### src/rtl/udl_count_pkg.sv
// Shared definitions for the counter-bank scheduler.
//   OP_*      : requester opcodes (INC, DEC, LOAD, CLR)
//   NCNT      : number of counters in the shared bank
//   op_decode : opcode -> {rst, load, up, down} bank command vector
package udl_count_pkg;

    localparam logic [1:0] OP_INC  = 2'd0;
    localparam logic [1:0] OP_DEC  = 2'd1;
    localparam logic [1:0] OP_LOAD = 2'd2;
    localparam logic [1:0] OP_CLR  = 2'd3;

    localparam int NCNT = 4;

    // Exactly one bit is set for every opcode.
    function automatic logic [3:0] op_decode(input logic [1:0] op);
        op_decode = 4'b0000;
        case (op)
            OP_INC:  op_decode = 4'b0010;
            OP_DEC:  op_decode = 4'b0001;
            OP_LOAD: op_decode = 4'b0100;
            OP_CLR:  op_decode = 4'b1000;
            default: op_decode = 4'b0000;
        endcase
    endfunction

endpackage

### src/rtl/udl_count_sched_rr_arb.sv
// Combinational round-robin arbiter.
//   cand  : candidate request vector
//   ptr   : highest-priority position this cycle
//   win   : one-hot winner (first set bit of cand scanning ptr, ptr+1, ...)
//   valid : a winner exists
module rr_arb #(
    parameter int NREQ = 4,
    parameter int PW   = 2
) (
    input  logic [NREQ-1:0] cand,
    input  logic [PW-1:0]   ptr,
    output logic [NREQ-1:0] win,
    output logic            valid
);

    logic [PW:0] pos;

    always_comb begin
        win   = '0;
        valid = 1'b0;
        pos   = '0;
        for (int k = 0; k < NREQ; k++) begin
            // Wrap ptr+k back into 0..NREQ-1 (NREQ need not be a power of two).
            pos = {1'b0, ptr} + (PW+1)'(k);
            if (pos >= (PW+1)'(NREQ)) begin
                pos = pos - (PW+1)'(NREQ);
            end
            if (!valid && cand[pos[PW-1:0]]) begin
                win[pos[PW-1:0]] = 1'b1;
                valid            = 1'b1;
            end
        end
    end

endmodule

### src/rtl/udl_count_sched.sv
// Round-robin scheduler sharing one 4-entry up/down/load counter bank.
//   clk, rst_n        : clock, asynchronous active-low reset
//   en                : arbitration enable (in-flight command still completes)
//   req/op/idx/data   : per-requester command, held until gnt
//   gnt               : one-hot issue pulse (registered)
//   done, result      : one-hot completion pulse and post-update counter value
//   busy              : issue register holds a command
//   cb_*              : registered bank command/select/data lines
//   r3..r0            : bank counter outputs
module udl_count_sched
    import udl_count_pkg::*;
#(
    parameter int N    = 4,
    parameter int NREQ = 4
) (
    input  logic                 clk,
    input  logic                 rst_n,
    input  logic                 en,
    input  logic [NREQ-1:0]      req,
    input  logic [2*NREQ-1:0]    op,
    input  logic [2*NREQ-1:0]    idx,
    input  logic [N*NREQ-1:0]    data,
    output logic [NREQ-1:0]      gnt,
    output logic [NREQ-1:0]      done,
    output logic [N-1:0]         result,
    output logic                 busy,
    output logic                 cb_up,
    output logic                 cb_down,
    output logic                 cb_load,
    output logic                 cb_rst,
    output logic [1:0]           cb_rs,
    output logic [1:0]           cb_rd,
    output logic [N-1:0]         cb_in,
    input  logic [N-1:0]         r3,
    input  logic [N-1:0]         r2,
    input  logic [N-1:0]         r1,
    input  logic [N-1:0]         r0
);

    localparam int PW = (NREQ > 1) ? $clog2(NREQ) : 1;

    logic [NREQ-1:0] cand, win;
    logic            win_vld;
    logic [PW-1:0]   w_idx;
    logic [1:0]      w_op, w_tgt;
    logic [N-1:0]    w_data;

    logic [PW-1:0]   ptr_q, ptr_d;
    logic [NREQ-1:0] gnt_q, gnt_d;
    logic            busy_q, busy_d;
    logic [3:0]      cmd_q, cmd_d;       // {rst, load, up, down}
    logic [1:0]      sel_q, sel_d;
    logic [N-1:0]    in_q, in_d;
    logic [NREQ-1:0] done_q, done_d;
    logic [1:0]      done_sel_q, done_sel_d;

    logic [N-1:0]    r_vec [NCNT];

    // A requester whose gnt is high still has req high this cycle; mask it.
    assign cand = req & ~gnt_q & {NREQ{en}};

    rr_arb #(.NREQ(NREQ), .PW(PW)) u_arb (
        .cand  (cand),
        .ptr   (ptr_q),
        .win   (win),
        .valid (win_vld)
    );

    always_comb begin
        w_idx  = '0;
        w_op   = OP_INC;
        w_tgt  = 2'd0;
        w_data = '0;
        for (int i = 0; i < NREQ; i++) begin
            if (win[i]) begin
                w_idx  = PW'(i);
                w_op   = op[2*i +: 2];
                w_tgt  = idx[2*i +: 2];
                w_data = data[N*i +: N];
            end
        end

        ptr_d = ptr_q;
        if (win_vld) begin
            ptr_d = (w_idx == PW'(NREQ-1)) ? '0 : w_idx + PW'(1);
        end

        gnt_d  = win_vld ? win : '0;
        busy_d = win_vld;
        cmd_d  = win_vld ? op_decode(w_op) : 4'b0000;
        sel_d  = win_vld ? w_tgt : 2'd0;
        in_d   = (win_vld && w_op == OP_LOAD) ? w_data : '0;

        // The bank captures the issued command at the next edge, so the
        // completion stage simply trails the issue stage by one cycle.
        done_d     = gnt_q;
        done_sel_d = sel_q;
    end

    always_ff @(posedge clk or negedge rst_n) begin
        if (!rst_n) begin
            ptr_q      <= '0;
            gnt_q      <= '0;
            busy_q     <= 1'b0;
            cmd_q      <= 4'b0000;
            sel_q      <= 2'd0;
            in_q       <= '0;
            done_q     <= '0;
            done_sel_q <= 2'd0;
        end else begin
            ptr_q      <= ptr_d;
            gnt_q      <= gnt_d;
            busy_q     <= busy_d;
            cmd_q      <= cmd_d;
            sel_q      <= sel_d;
            in_q       <= in_d;
            done_q     <= done_d;
            done_sel_q <= done_sel_d;
        end
    end

    // Result is read combinationally in the done cycle: the bank has just
    // captured the update, so this is the post-update value.
    assign r_vec[0] = r0;
    assign r_vec[1] = r1;
    assign r_vec[2] = r2;
    assign r_vec[3] = r3;

    assign result  = (|done_q) ? r_vec[done_sel_q] : '0;

    assign gnt     = gnt_q;
    assign done    = done_q;
    assign busy    = busy_q;
    assign cb_rst  = cmd_q[3];
    assign cb_load = cmd_q[2];
    assign cb_up   = cmd_q[1];
    assign cb_down = cmd_q[0];
    assign cb_rs   = sel_q;
    assign cb_rd   = sel_q;
    assign cb_in   = in_q;

endmodule

### config.mk
export PLATFORM = sky130hd
export DESIGN_NAME = udl_count_sched
export DESIGN_NICKNAME = d
export VERILOG_FILES = /design/src/rtl/udl_count_pkg.sv /design/src/rtl/udl_count_sched_rr_arb.sv /design/src/rtl/udl_count_sched.sv
export SDC_FILE = /design/constraint.sdc
export NUM_CORES = 1
export LEC_CHECK = 0
export CORE_MARGIN = 2
export CORE_UTILIZATION = 35
export CTS_CLUSTER_SIZE = 16
export DETAILED_ROUTE_END_ITERATION = 10
export PLACE_DENSITY_LB_ADDON = 0.3
export SYNTH_ARGS = -nofsm -noshare
export SYNTH_HDL_FRONTEND = slang
export SYNTH_HIERARCHICAL = 1
export SYNTH_SLANG_ARGS = --single-unit
### constraint.sdc
create_clock -name clk -period 6.5 [get_ports clk]
set_input_delay 0.65 -clock clk [delete_from_list [all_inputs] [get_ports clk]]
set_output_delay 0.65 -clock clk [all_outputs]
set_load 0.1 [all_outputs]
==> run_results.csv <==
group,metric,value,unit
layout,mostFrequentLayoutCells,"clkdlybuf4s50_1, dfrtp_1, nor2_1, o22ai_1, nand2_1",
detailed_routing,first_iter_violations,104,
yosys,synth_edf_count,0,
detailed_routing,drtPass1Iterations,4,
setup_path,required,6.67,ns
cts,tritoncts,"yes",
pwr,leakage,0.000988,uW
job,maxCapViolations,0,
yosys,netlist_instances,156,
sta,slew_headroom,0.296,
grt,grt_first_pass_wirelength,6820,um
sta,setup_slack,2.19,ns
cts,cts_setup_buffers,0,
cts,numCtsBuffers,3,
setup_path,r2r_setup_slack,2.19,ns
detailed_routing,antenna_left,0,
sta,rsz0062_at_grt,"no",
sta,drv_slew,0,
pwr,peakVddDrop,0.292,mV
detailed_routing,drt-wirelength-per-cell,16.2,um
yosys,synth.avg_cell_area,10.9,um2
place,port_buffers,79,
floorplanning,core,4690,um2
cts,hold_buffers,0,
place,dp_hpwl,3670,um
setup_path,critPathArrivalTime,4.47,ns
sta,worst-slew-pin-transition,1.06,ns
setup_path,r2r-end,"cb_in[2]",
place,dp_slack,2.17,ns
yosys,synth_cell_types,44,
place,post-place-cells,277,
yosys,synth_top_flop_cell,"dfrtp_1",
grt,antenna_found_initial,0,
sta,max_freq,232,MHz
sta,final_hold_viol_count,0,
floorplanning,ios,80,
layout,finalInstanceArea,2510,um2
cts,clockBufferDepth,2,
layout,syn2layout_area_growth,47.5,%
floorplanning,rows,25,
grt,grt_max_degree,24,
yosys,synth_area,1700,um2
cts,clock_latency,0.27,ns
sta,period_share,0.663,
yosys,yosysSeqAreaShare,0.338,
layout,n_antenna_cell,0,
yosys,ys_ff_latch,23,
setup_path,start_kind,"flip-flop",
cts,cts_max_level,1,
sta,min_period,4.31,ns
detailed_routing,vias_per_cell,5.33,
hold_path,hp-class,"flip-flop to flip-flop",
hold_path,hold_depth,0,
floorplanning,fp.dieW,73.8,um
sta,finalSetupTns,0,ns
setup_path,worstPathMaxFanout,23,
detailed_routing,totalWireLength,4540,um
floorplanning,die_area,5440,um2
yosys,synthArstFlopShare,1.00,
cts,cts-resized-gates,0,
setup_path,end_kind,"flip-flop",
setup_path,r2r.worst_path.cells,10,
place,postPlaceCellArea,2460,um2
detailed_routing,vias,1498,
layout,final_common_cell,"clkdlybuf4s50_1",
layout,drive_gt1_frac,0.115,
hold_path,worstHoldStart,"cb_rd[0]",
cts,clock-sinks,23,
layout,nNetsFinal,289,
cts,clock-root-buffer,"clkbuf_8",
grt,grt_overflow,0,
sta,setup_violations,0,
hold_path,hold_end,"done_sel_q[0]",
place,gp_congestion,0.892,
sta,clock_skew,0.00426,ns
pwr,p_total,1400,uW
detailed_routing,post-route-drc-count,0,
cts,clk_pin_slew_worst_paths,0.08,ns
setup_path,crit_type,"flip-flop to flip-flop",
grt,track_usage,0.163,
floorplanning,initial_core_util,0.363,
grt,grt_pass1_vias,1458,
floorplanning,die_h,73.8,um
pwr,p_per_area,558,nW/um2
outcome,outcome,"complete, no violations",
setup_path,r2r-start,"ptr_q[0]",
yosys,synth_warnings,6,
yosys,syn-num-nets,217,
layout,stdcell_count,281,
## layout make-up
| cell class | count | area [um2] |
|---|---|---|
| fillers | 436 | 2180 |
| multi-input cells | 115 | 1010 |
| repair buffers | 79 | 791 |
| flip-flops and latches | 23 | 576 |
| well taps | 54 | 67.6 |
| clock buffers | 3 | 41.3 |
| inverters | 6 | 22.5 |
| clock inverters | 1 | 5.00 |
## registers in the layout, indices dropped and copies added (netlist names)
name,count
cmd_q,4
ptr_q,2
cb_in,4
done_sel_q,2
busy,1
cb_rd,2
done,4
gnt,4
## routing by layer
layer	wire, um	track usage	vias up
li1	-	-	725
met1	1830	0.202	699
met2	2320	0.281	64
met3	326	0.0412	10
met4	64	0.0465	0
met5	0	0	-
## where the power goes
part           internal (uW)  switching [uW]
clock network           42.8            44.6
logic                    374             702
registers                187            51.8
## synthesized netlist by cell type, drive strengths merged, types with 2 or more instances
cell | instances | area, um2
a211oi | 2 | 15.0
mux2 | 5 | 56.3
mux4 | 5 | 113
nand2 | 8 | 30.0
nor2b | 5 | 31.3
and2 | 6 | 38.8
nand3b | 2 | 15.0
o31ai | 2 | 15.0
buf | 9 | 81.3
a221oi | 8 | 93.8
nor4 | 2 | 12.5
dfrtp | 23 | 576
clkbuf | 3 | 15.0
ha | 6 | 75.1
nor2 | 11 | 41.3
nand2b | 6 | 37.5
inv | 6 | 22.5
nor3b | 2 | 15.0
o22ai | 10 | 68.8
and3b | 4 | 35.0
and3 | 2 | 12.5
mux2i | 6 | 60.1
o2bb2ai | 4 | 35.0
nor3 | 5 | 25.0
a2111oi | 3 | 57.6
## cells by family after synthesis
| kind of cell | share of synthesized area |
|---|---|
| and+or+nand+nor | 0.209 |
| AOI/OAI and AO/OA | 0.204 |
| DFF | 0.338 |
| buffers and inverters | 0.0698 |
| muxes | 0.134 |
| adders and majority gates | 0.0441 |
## stage by stage
step | util | hold WS (ns)
final | 0.535 | 0.406
after global routing | 0.535 | 0.428
after CTS | 0.535 | 0.411
after detailed placement | 0.525 | 0.393
after global placement | 0.525 | 0.393
after floorplan | - | 0.354
## worst max-delay path by stage
stage / startpoint / endpoint / slack (ns) / depth (start not counted)
after floorplan: gnt[0] / cb_in[2] / 3.11 / 10
after global placement: en / cb_in[2] / 2.29 / 11
after detailed placement: en / cb_in[2] / 2.17 / 11
after CTS: ptr_q[0] / cb_in[2] / 2.20 / 10
after global routing: ptr_q[0] / cb_in[2] / 1.79 / 10
final: ptr_q[0] / cb_in[2] / 2.19 / 10
## worst max-delay path, stage by stage (launching register included)
cell	delay, ns
dfrtp_1	0.74
inv_1	0.20
ha_1	0.48
mux2i_1	0.39
mux2_2	0.28
a211oi_1	0.09
o2bb2ai_1	0.80
nor2b_1	0.35
a221oi_4	0.38
o211ai_4	0.14
a2111oi_4	0.34
No activity file was read; power rests on OpenSTA's default activity.
==> edit (same flow settings) <==
Take the reset off `in_q` and load it in a clocked block of its own.
--- a/src/rtl/udl_count_sched.sv
+++ b/src/rtl/udl_count_sched.sv
@@ -104,7 +104,6 @@
             busy_q     <= 1'b0;
             cmd_q      <= 4'b0000;
             sel_q      <= 2'd0;
-            in_q       <= '0;
             done_q     <= '0;
             done_sel_q <= 2'd0;
         end else begin
@@ -113,10 +112,13 @@
             busy_q     <= busy_d;
             cmd_q      <= cmd_d;
             sel_q      <= sel_d;
-            in_q       <= in_d;
             done_q     <= done_d;
             done_sel_q <= done_sel_d;
         end
+    end
+
+    always_ff @(posedge clk) begin
+        in_q <= in_d;
     end
 
     // Result is read combinationally in the done cycle: the bank has just
Function: changed (a bounded check fails within 4 cycles, from zero or initial values and one cycle with rst_n low).
==> edit against the unedited design <==
- die area shrank 1.6%
- non-clock buffer count unchanged
- wire length decreased by 0.55%
- clock skew is 0.0010 ns lower
- sequential cell count stayed put
- synthesized cell count stayed put
- worst setup slack better by 0.056 ns
- critical path depth stayed put
- area after synthesis shrank 1.7%
- cell area is 1.1% lower
- sequential share of layout area fell by 0.54 points
- total power is 0.38% lower
==> edit: results (changes against the unedited design) <==
[layout]
layout.nets = 289  ; unchanged
final_cells = 281  ; unchanged
drive_gt1_share_pct = 12.3  ; +0.88 points

[place]
dp.cells = 277  ; unchanged
dp_hpwl_um = 3710  ; +1.1%
gp_congestion = 0.907  ; +1.7%
placedInstanceArea_mm2 = 0.00244  ; -1.2%

[timing]
worstMarginPinSlew_ns = 1.03  ; -0.0267 ns
clock_skew_ns = 0.00322  ; -0.00104 ns

[global_routing]
grt_pass1_vias = 1478  ; +1.4%
grt_max_degree = 24  ; unchanged
grtUsageTotal_pct = 17.5  ; +1.1 points
use_met1_pct = 21.0  ; +0.79 points
met3_usage_pct = 4.97  ; +0.86 points
grt_pass1_wl_um = 7180  ; +5.2%
antenna_found_initial = 0  ; unchanged
use_met2_pct = 30.3  ; +2.3 points

[synth]
synth_compound_area_share_pct = 20.0  ; -0.40 points
synth_cell_type_count = 46  ; +4.5%
synthArstFlopShare_pct = 82.6  ; -17 points
synthAdderAreaFrac_pct = 4.48  ; +0.076 points
ys_top_cells_by_count = dfrtp_1 (19), nor2_1 (11), o22ai_1 (9)
synth-main-ff-cell = dfrtp_1
synthesis.nets = 217  ; unchanged
ys_seq_area_share_pct = 33.2  ; -0.61 points
synthTopCellsByArea = dfrtp_1 (28%), mux4_2 (6.7%), dfxtp_1 (4.8%), ha_1 (4.5%), mux2i_1 (3.6%)
synth_mux_area_share_pct = 13.7  ; +0.23 points

[clock_network]
clk_latency_ns = 0.26
post_cts_buffers = 0  ; unchanged
cts-resized-gates = 0  ; unchanged
clockBufferDepth = 2  ; unchanged

[pwr]
p_leak_uw = 0.000966  ; -2.3%
ir_worst_vdd_mv = 0.291  ; -0.38%

[route]
drt_iter0_markers = 87  ; -16%
m1WireLength_um = 1760  ; -4.1%
via_per_inst = 5.46  ; +2.5%
wl_met2_um = 2290  ; -1.2%
first_pass_iters = 4  ; unchanged
antenna_left = 0  ; unchanged
wl_met3_um = 375  ; +15%
post_drt_wl_per_cell_um = 16.1  ; -0.55%

[setup_path]
worstSetupEndpoint = cb_in[1]
crit_start = ptr_q[0]
critPathArrivalTime_ns = 4.42  ; -0.05 ns
reg2reg_slack_ns = 2.25  ; +0.06 ns
crit_path_max_incr_delay_ns = 0.82  ; +0.02 ns
path_max_fanout = 23  ; unchanged

[hold_path]
min-delay-start = gnt[0]
hold_path_end = done[0]
min_delay_path_depth = 0  ; unchanged

[run_status]
status = completed

==> edit: cell count changes after synthesis <==
cell,unedited run,this run
inv_1,6,5
a2111oi_2,2,3
nor2b_1,5,4
clkinv_2,0,1
nor2b_2,0,1
dfrtp_1,23,19
dfxtp_1,0,4
a2111oi_4,1,0
==> edit: area by class of cell <==
type | count | area [µm²]
clock inverters | 1 | 5.00
repair buffers | 79 | 791
fillers | 411 | 2180
clock buffers | 3 | 41.3
flip-flops and latches | 23 | 556
well taps | 54 | 67.6
inverters | 6 | 23.8
multi-input cells | 115 | 998
==> edit: where the power goes <==
part           leakage, µW  internal, µW  switching (µW)
sequential        0.000279           187            51.0
combinational     0.000661           373             699
clock            0.0000255          42.7            44.3
total             0.000966           602             795
==> edit: through the flow <==
step	util, %	hold WS (ns)	worst slack (ns)
after floorplan	-	0.354	3.12
after global placement	52.3	0.389	2.45
after detailed placement	52.3	0.382	2.29
after CTS	53.3	0.401	2.28
after global routing	53.3	0.409	1.83
final	53.3	0.397	2.25
